## src/rtl/write_back_pkg.sv

```systemverilog
// write_back_pkg: shared encodings and widths for the write-back stage
package write_back_pkg;

    typedef enum logic [1:0] {
        MEM_ALU  = 2'd0,
        MEM_LOAD = 2'd1,
        MEM_PC1  = 2'd2,
        MEM_REG  = 2'd3
    } memtoreg_e;

    typedef enum logic [1:0] {
        BR_NONE = 2'd0,
        BR_COND = 2'd1,
        BR_JUMP = 2'd2,
        BR_JREG = 2'd3
    } branch_e;

    localparam int WB_XLEN     = 32;
    localparam int WB_REG_AW   = 5;
    localparam int WB_JUMP_W   = 26;
    localparam int UART_BYTE_W = 8;

endpackage

```

## src/rtl/wb_rx_fifo.sv

```systemverilog
// wb_rx_fifo: synchronous FIFO for received UART bytes with a sticky overflow flag
module wb_rx_fifo #(
    parameter int AW = 4,
    parameter int DW = 8
) (
    input  logic          clk,
    input  logic          rst_n,
    input  logic          push,
    input  logic          pop,
    input  logic [DW-1:0] din,
    output logic [DW-1:0] dout,
    output logic          empty,
    output logic          full,
    output logic          overflow
);

    logic [AW:0]   wr_ptr, rd_ptr;
    logic [DW-1:0] mem [2**AW];
    logic          do_push, do_pop;

    // Pointers carry one extra wrap bit so full and empty are distinguishable.
    assign empty   = wr_ptr == rd_ptr;
    assign full    = (wr_ptr[AW] != rd_ptr[AW]) && (wr_ptr[AW-1:0] == rd_ptr[AW-1:0]);
    assign do_pop  = pop & ~empty;
    assign do_push = push & (~full | do_pop);
    assign dout    = mem[rd_ptr[AW-1:0]];

    // Pointer and overflow state; a push into a full FIFO without a pop is dropped.
    always_ff @(posedge clk or negedge rst_n) begin
        if (!rst_n) begin
            wr_ptr   <= '0;
            rd_ptr   <= '0;
            overflow <= 1'b0;
        end else begin
            if (do_push) wr_ptr <= wr_ptr + 1'b1;
            if (do_pop) rd_ptr <= rd_ptr + 1'b1;
            if (push & ~do_push) overflow <= 1'b1;
        end
    end

    // Storage needs no reset; only slots between the pointers are ever read.
    always_ff @(posedge clk) begin
        if (do_push) mem[wr_ptr[AW-1:0]] <= din;
    end

endmodule

```

## src/rtl/write_back.sv

```systemverilog
// write_back: final pipeline stage - value select, register-file write port,
// branch resolution and UART rx FIFO. Optional macro WRITE_BACK_RX_BYPASS_EN lets
// a byte arriving at an empty FIFO feed a waiting UART read in the same cycle.
module write_back
    import write_back_pkg::*;
#(
    parameter int INST_MEM_WIDTH = 5,
    parameter int RX_FIFO_AW     = 4
) (
    input  logic                      CLK,
    input  logic                      reset,
    input  logic                      distinct,
    input  logic                      AorF,
    input  logic                      RegWrite,
    input  logic [1:0]                MemtoReg,
    input  logic [1:0]                Branch,
    input  logic                      UARTtoReg,
    input  logic [WB_XLEN-1:0]        read_data,
    input  logic [WB_XLEN-1:0]        register_data,
    input  logic [WB_XLEN-1:0]        alu_result,
    input  logic [WB_REG_AW-1:0]      rdist,
    input  logic [WB_JUMP_W-1:0]      inst_index,
    input  logic [INST_MEM_WIDTH-1:0] pc,
    input  logic [INST_MEM_WIDTH-1:0] pc1,
    input  logic [INST_MEM_WIDTH-1:0] pc2,
    input  logic                      uart_rx_valid,
    input  logic [UART_BYTE_W-1:0]    uart_rx_data,
    output logic                      stall,
    output logic                      gpr_we,
    output logic                      fpr_we,
    output logic [WB_REG_AW-1:0]      wb_addr,
    output logic [WB_XLEN-1:0]        wb_data,
    output logic                      branch_taken,
    output logic [INST_MEM_WIDTH-1:0] branch_target,
    output logic                      rx_overflow
);

    logic                      fifo_empty, fifo_full;
    logic [UART_BYTE_W-1:0]    fifo_dout, rx_byte;
    logic                      bypass, accept, pop, push;
    logic [WB_XLEN-1:0]        wb_value;
    logic                      taken;
    logic [INST_MEM_WIDTH-1:0] target;
    memtoreg_e                 mem_sel;
    branch_e                   br_sel;
    logic                      unused;

    assign unused  = ^{pc, inst_index[WB_JUMP_W-1:INST_MEM_WIDTH], fifo_full};
    assign mem_sel = memtoreg_e'(MemtoReg);
    assign br_sel  = branch_e'(Branch);

`ifdef WRITE_BACK_RX_BYPASS_EN
    assign bypass = distinct & UARTtoReg & fifo_empty & uart_rx_valid;
`else
    assign bypass = 1'b0;
`endif

    // Stall is gated by reset so it drops the moment reset is asserted.
    assign stall   = reset & distinct & UARTtoReg & fifo_empty & ~bypass;
    assign accept  = distinct & ~stall;
    assign pop     = accept & UARTtoReg & ~bypass;
    assign push    = uart_rx_valid & ~bypass;
    assign rx_byte = bypass ? uart_rx_data : fifo_dout;

    wb_rx_fifo #(
        .AW(RX_FIFO_AW),
        .DW(UART_BYTE_W)
    ) u_rx_fifo (
        .clk     (CLK),
        .rst_n   (reset),
        .push    (push),
        .pop     (pop),
        .din     (uart_rx_data),
        .dout    (fifo_dout),
        .empty   (fifo_empty),
        .full    (fifo_full),
        .overflow(rx_overflow)
    );

    // Write-back value: UART byte overrides the MemtoReg selection.
    always_comb begin
        wb_value = alu_result;
        case (mem_sel)
            MEM_ALU:  wb_value = alu_result;
            MEM_LOAD: wb_value = read_data;
            MEM_PC1:  wb_value = {{(WB_XLEN-INST_MEM_WIDTH){1'b0}}, pc1};
            MEM_REG:  wb_value = register_data;
        endcase
        if (UARTtoReg) wb_value = {{(WB_XLEN-UART_BYTE_W){1'b0}}, rx_byte};
    end

    // Branch resolution; an untaken conditional branch reports target 0.
    always_comb begin
        taken  = 1'b0;
        target = '0;
        case (br_sel)
            BR_NONE: ;
            BR_COND: begin
                taken  = alu_result[0];
                target = alu_result[0] ? pc2 : '0;
            end
            BR_JUMP: begin
                taken  = 1'b1;
                target = inst_index[INST_MEM_WIDTH-1:0];
            end
            BR_JREG: begin
                taken  = 1'b1;
                target = register_data[INST_MEM_WIDTH-1:0];
            end
        endcase
    end

    // Output registers: valid for exactly one cycle after an accepted instruction.
    always_ff @(posedge CLK or negedge reset) begin
        if (!reset) begin
            gpr_we        <= 1'b0;
            fpr_we        <= 1'b0;
            wb_addr       <= '0;
            wb_data       <= '0;
            branch_taken  <= 1'b0;
            branch_target <= '0;
        end else begin
            gpr_we        <= accept & RegWrite & ~AorF & (|rdist);
            fpr_we        <= accept & RegWrite & AorF;
            wb_addr       <= accept ? rdist : '0;
            wb_data       <= accept ? wb_value : '0;
            branch_taken  <= accept & taken;
            branch_target <= accept ? target : '0;
        end
    end

endmodule

```

## config.mk

```make
export PLATFORM = sky130hd
export DESIGN_NAME = write_back
export DESIGN_NICKNAME = d
export VERILOG_FILES = /design/src/rtl/write_back_pkg.sv /design/src/rtl/wb_rx_fifo.sv /design/src/rtl/write_back.sv
export SDC_FILE = /design/constraint.sdc
export NUM_CORES = 1
export LEC_CHECK = 0
export CORE_MARGIN = 5
export CORE_UTILIZATION = 65
export DETAILED_ROUTE_END_ITERATION = 10
export DONT_BUFFER_PORTS = 1
export PLACE_DENSITY_LB_ADDON = 0.12
export SLEW_MARGIN = 20
export SYNTH_ARGS = -nofsm -noshare
export SYNTH_HDL_FRONTEND = slang
export SYNTH_HIERARCHICAL = 1
export SYNTH_SLANG_ARGS = --single-unit
```

## constraint.sdc

```tcl
create_clock -name CLK -period 7.75 [get_ports CLK]
set_input_delay 1.55 -clock CLK [delete_from_list [all_inputs] [get_ports CLK]]
set_output_delay 1.55 -clock CLK [all_outputs]
set_load 0.02 [all_outputs]
```

# Word level (Yosys, flattened, before mapping)
# Memories as Yosys holds them, arrays and structs flattened.
# Cells that the tools add are included.
[word_totals]
ff_bits = 56
ram_bits = 128
inputBits = 161
output_inout_bits = 47
word_cells = 54
memories = 1
[classes]
add_sub_neg = 2
n_eq_ne = 9
n_mux = 10
n_bitwise = 19
n_reduce_logical = 4
[mem_list]
columns = ["name", "words", "word_bits", "read_ports", "rd_clocked_by_memory_dff", "write_ports", "line_no", "text"]
rows = [
  ["u_rx_fifo.mem", 16, 8, 1, 0, 1, "wb_rx_fifo.sv:18", "logic [DW-1:0] mem [2**AW];"],
]
[op_table]
columns = ["operator", "count"]
rows = [
  ["32-bit one-hot mux with 4 select lines", 1],
  ["32-bit 2-to-1 mux", 2],
  ["5-bit 2-to-1 mux", 3],
  ["5-bit one-hot mux with 3 select lines", 1],
  ["1-bit AND", 13],
  ["5-bit by 1-bit adder with 5-bit output, second input constant", 2],
  ["2-bit == test, second input constant", 4],
  ["5-bit == test", 1],
  ["1-bit inverter", 5],
  ["5-bit OR reduction", 1],
  ["2-bit by 1-bit == test with 1-bit output, second input constant", 2],
  ["4-bit == test", 1],
  ["2-bit logical NOT", 1],
  ["1-bit 2-to-1 mux", 2],
  ["1-bit one-hot mux with 2 select lines", 1],
  ["2-bit OR reduction", 1],
  ["1-bit logical AND", 1],
  ["1-bit != test", 1],
  ["1-bit bitwise OR", 1],
]

# Depth between registers and ports, before layout
[logic_depth]
word_depth = 11
ltp_mapped = 12
depth_no_buf = 10

# Hierarchy
# The synthesis kept the hierarchy.
[by_module_without_submodules]
columns = ["mod", "instances", "cells_each", "area_per_inst_um2", "seq_area_each_um2"]
rows = [
  ["wb_rx_fifo", 1, 282, 5728.0, 4119.0],
  ["write_back", 1, 234, 2357.3, 1126.1],
]

# Worst setup path after synthesis
# OpenSTA, ideal clock, no wires.
[synth_timing]
kind = "input port to flip-flop"
startpoint = "in UARTtoReg"
endpoint = "mem u_rx_fifo.mem[11][0], enable pin"
setup_ns = 0.385
t_arrival_ns = 3.310
t_required_ns = 7.365
setup_slack_ns = 4.055
stages = 7
n_path_buf = 2
path_cell_list = "buf_2 -> nand3_2 -> nand2_1 -> buf_2 -> nor2_1 -> o311ai_2 -> nor3b_1"
[synth_between]
elab_chain_len = 10
[synth_rtl]
columns = ["item", "line_no", "text"]
rows = [
  ["from (decl)", "write_back.sv:17", "input logic UARTtoReg,"],
  ["1-bit AND (2 in series)", "write_back.sv:59", "assign stall = reset & distinct & UARTtoReg & fifo_empty & ~bypass;"],
  ["1-bit inverter", "write_back.sv:60", "assign accept = distinct & ~stall;"],
  ["1-bit AND", "write_back.sv:60", ""],
  ["1-bit AND *", "write_back.sv:61", "assign pop = accept & UARTtoReg & ~bypass;"],
  ["named net pop", "write_back.sv:40", "logic bypass, accept, pop, push;"],
  ["1-bit AND *", "wb_rx_fifo.sv:24", "assign do_pop = pop & ~empty;"],
  ["1-bit bitwise OR *", "wb_rx_fifo.sv:25", "assign do_push = push & (~full | do_pop);"],
  ["1-bit AND *", "wb_rx_fifo.sv:25", ""],
  ["1-bit 2-to-1 mux *", "wb_rx_fifo.sv:43", "if (do_push) mem[wr_ptr[AW-1:0]] <= din;"],
  ["1-bit 2-to-1 mux (implied by the code) *", "wb_rx_fifo.sv:43", ""],
  ["to (decl)", "wb_rx_fifo.sv:18", ""],
]
# Mark *: on every way through the listed nets, which the timed path passes. The rest lies on a longest branch.

# Worst setup path in the final report
[layout_timing]
startpoint = "reg u_rx_fifo.rd_ptr[3]"
endpoint = "out stall"
[layout_between]
elab_chain_len = 2
[layout_rtl]
columns = ["item", "line_no", "text"]
rows = [
  ["from (decl)", "wb_rx_fifo.sv:17", "logic [AW:0] wr_ptr, rd_ptr;"],
  ["from (signal assigned)", "wb_rx_fifo.sv:36", "if (do_pop) rd_ptr <= rd_ptr + 1'b1;"],
  ["5-bit == test", "wb_rx_fifo.sv:22", "assign empty = wr_ptr == rd_ptr;"],
  ["named net fifo_empty", "write_back.sv:38", "logic fifo_empty, fifo_full;"],
  ["1-bit AND", "write_back.sv:59", ""],
  ["to (decl)", "write_back.sv:28", "output logic stall,"],
]
# The timed path passes the listed nets, and every way through them passes these cells.

==> out/qor.yml <==
outcome: "completed"
ant_nets: 0
grt_pass1_wl_microns: 25810
gp_congestion: 0.7604
coreArea_sq_um: 12110
timing.max_slew.rel_slack_pct: 39.95
utilization_pct: 71.39
grt_overflow: 0
powerDensity_nw_per_um2: 328.7
report.power.total_w: 0.002842
route.vias.total: 4368
cpMostUsedCell: "sky130_fd_sc_hd__nor2_1"
tritoncts: "yes"
ios: 208
fmax_mhz: 237.2
fin_skew_ns: 0.01238
combined_area_of_all_synthesized_cells_sq_um: 8082
worstPathArrival_ns: 2.67
flow.area_growth_from_synthesis_pct: 6.998
layout-drive-gt1-share_pct: 22.16
required_ns: 6.20
dpl-instance-area_sq_um: 8085
tritoncts.num_buffers: 17
seqCellArea_sq_um: 5246
setup_viol: 0
multiInputGateArea_sq_um: 2561
io_buffers: 0
holdPathStages: 1
design_area_sq_um: 8647
cts-hold-fix-buffers: 0
unrepaired_setup_endpoints_after_global_routing: "no"
timing.critical_path.max_delay_family: "simple AND/OR/NAND/NOR gates"
detail_route.drc_violations: 0
cts_resized: 0
crit_path_end_kind: "primary output"
vdd_ir_drop_max_uv: 457.3
setup.worst_path.class: "flop to primary output"
cell_count_of_the_worst_reg_to_reg_path: 9
detail_route.wl_per_cell_microns: 25.05
wp_buf_inv: 0
initial_core_util_pct: 66.73
drt-vias-per-instance: 6.358
postSynthCellCount: 515
tightestPinTransition_ns: 0.9007
worst_skew_pair.late_latency_ns: 0.43
hold_viol_final: 0
num_antenna_cells: 0
timing.final.max_slew_violations: 0
worst_hold_path.endpoint: "u_rx_fifo/wr_ptr[4]"
place_hpwl_microns: 12090
timing.critical_path.slowest_stage_cell: "sky130_fd_sc_hd__dfrtp_1"
timing.final.crit_period_ns: 4.215
detail_route.wirelength_microns: 17210
setup.worst_path.start_class: "flop"
timing.reg2reg.setup_slack_ns: 3.63
final.setup.tns_ns: 0
finalNetCount: 672
die_width_microns: 121.5
cts-root-to-sink-buffers: 2
maximum_number_of_pins_on_one_net_before_global_route_repair: 58
rows: 40
path_cells: "xnor2_2 -> nand4_2 -> nor2_1 -> nand3_2 -> nor2_1"
period_share_pct: 54.39
crit_path_max_fanout: 19
worstHoldPathType: "flop to flop"
first_global_vias: 4459
cts-htree-levels: 4
ys_warn_count: 6
drt_pre_antenna_iters: 5
grt_antenna_before_repair: 0
postCtsSetupRepairBufs: 0
cts.root.buffer_cell: "sky130_fd_sc_hd__clkbuf_16"
min-delay-start: "u_rx_fifo/wr_ptr[4]"
timing.rr.start: "u_rx_fifo/rd_ptr[3]"
cap_violations: 0
p_leak_nw: 3.219
worst_path_largest_cell_delay_ns: 0.93
die_area_sq_um: 14760
post_synth.cell_area_avg_sq_um: 15.69
final.fill_count: 783
r2r-end: "u_rx_fifo/mem[13][2]"
cts.clk_slew.worst_paths_ns: 0.07
drt_first_iter_violations: 319
die_y_microns: 121.5
cts_sinks: 184
synth_fp_nets: 681
grt_use_total_pct: 24.25
placed cells by master, fill, tap and decap left out, drive strengths merged, types with 2 or more instances in the layout:
master,count
nor2,8
nand3,3
mux4,32
nand4,3
dfrtp,56
buf,5
clkbuf,18
and2,2
a221oi,3
ha,5
a211oi,13
or2,27
nor2b,12
mux2,7
and3,18
xnor2,10
a21oi,43
clkinv,5
edfxtp,128
mux2i,40
nand2,36
o311ai,2
o211ai,2
o22ai,5
inv,17
a311oi,5
xor2,3
and4,2
final cells by class:
cell class                      count  area share (%)
Inverter                            8          0.3473
Timing Repair Buffer                5          0.4341
Clock inverter                     14           1.288
Tap cell                          168           2.431
Clock buffer                       18           5.209
Sequential cell                   184           60.67
Multi-Input combinational cell    290           29.62
stage by stage:
step	hold slack, ns	worst slack (ns)	cells
after global routing	0.5979	3.342	687
after floorplan	0.5155	4.055	515
final	0.5709	3.535	687
after CTS	0.5634	3.497	687
after detailed placement	0.5500	3.482	655
after global placement	0.5347	3.619	655
per-layer routing:
layer  up-vias  track usage [%]  routed length [microns]
met5         -                0                        0
li1       1942                -                        -
met4         0            10.57                      399
met1      2197            30.11                     6488
met2       205            40.45                     8892
met3        24            6.387                     1428
where the power goes:
part           leakage (nW)  internal [W]  switching (W)  total (W)
combinational          1.04      0.000347       0.000389   0.000736
sequential             1.89       0.00117       0.000119    0.00129
clock                 0.288      0.000437       0.000377   0.000814
total                  3.22       0.00196       0.000884    0.00284
worst max-delay path by stage:
| stage | endpoint | depth (start not counted) | from | slack [ns] |
|---|---|---|---|---|
| after floorplan | u_rx_fifo/mem[11][0] | 7 | UARTtoReg | 4.05 |
| after CTS | stall | 5 | u_rx_fifo/rd_ptr[3] | 3.50 |
| final | stall | 5 | u_rx_fifo/rd_ptr[3] | 3.53 |
| after global placement | u_rx_fifo/mem[5][0] | 6 | reset | 3.62 |
| after detailed placement | u_rx_fifo/mem[10][2] | 6 | reset | 3.48 |
| after global routing | stall | 5 | u_rx_fifo/rd_ptr[3] | 3.34 |
state kept, by name (all words and copies together), names as in the netlist, 5 cells and up:
name / cells
u_rx_fifo/mem: 128
branch_target: 5
wb_addr: 5
u_rx_fifo/rd_ptr: 5
wb_data: 32
u_rx_fifo/wr_ptr: 5
worst reg2reg max path, stage by stage (launching register included):
cell and delay [ns]:
sky130_fd_sc_hd__dfrtp_1 0.93, sky130_fd_sc_hd__xnor2_2 0.18, sky130_fd_sc_hd__nand4_2 0.16, sky130_fd_sc_hd__nor2_1 0.13, sky130_fd_sc_hd__nand3_2 0.18, sky130_fd_sc_hd__nand2_1 0.37
sky130_fd_sc_hd__nor2_1 0.64, sky130_fd_sc_hd__nor2_1 0.26, sky130_fd_sc_hd__a21boi_4 0.39, sky130_fd_sc_hd__and3_1 0.53
Power figures use the tool's default switching activity.
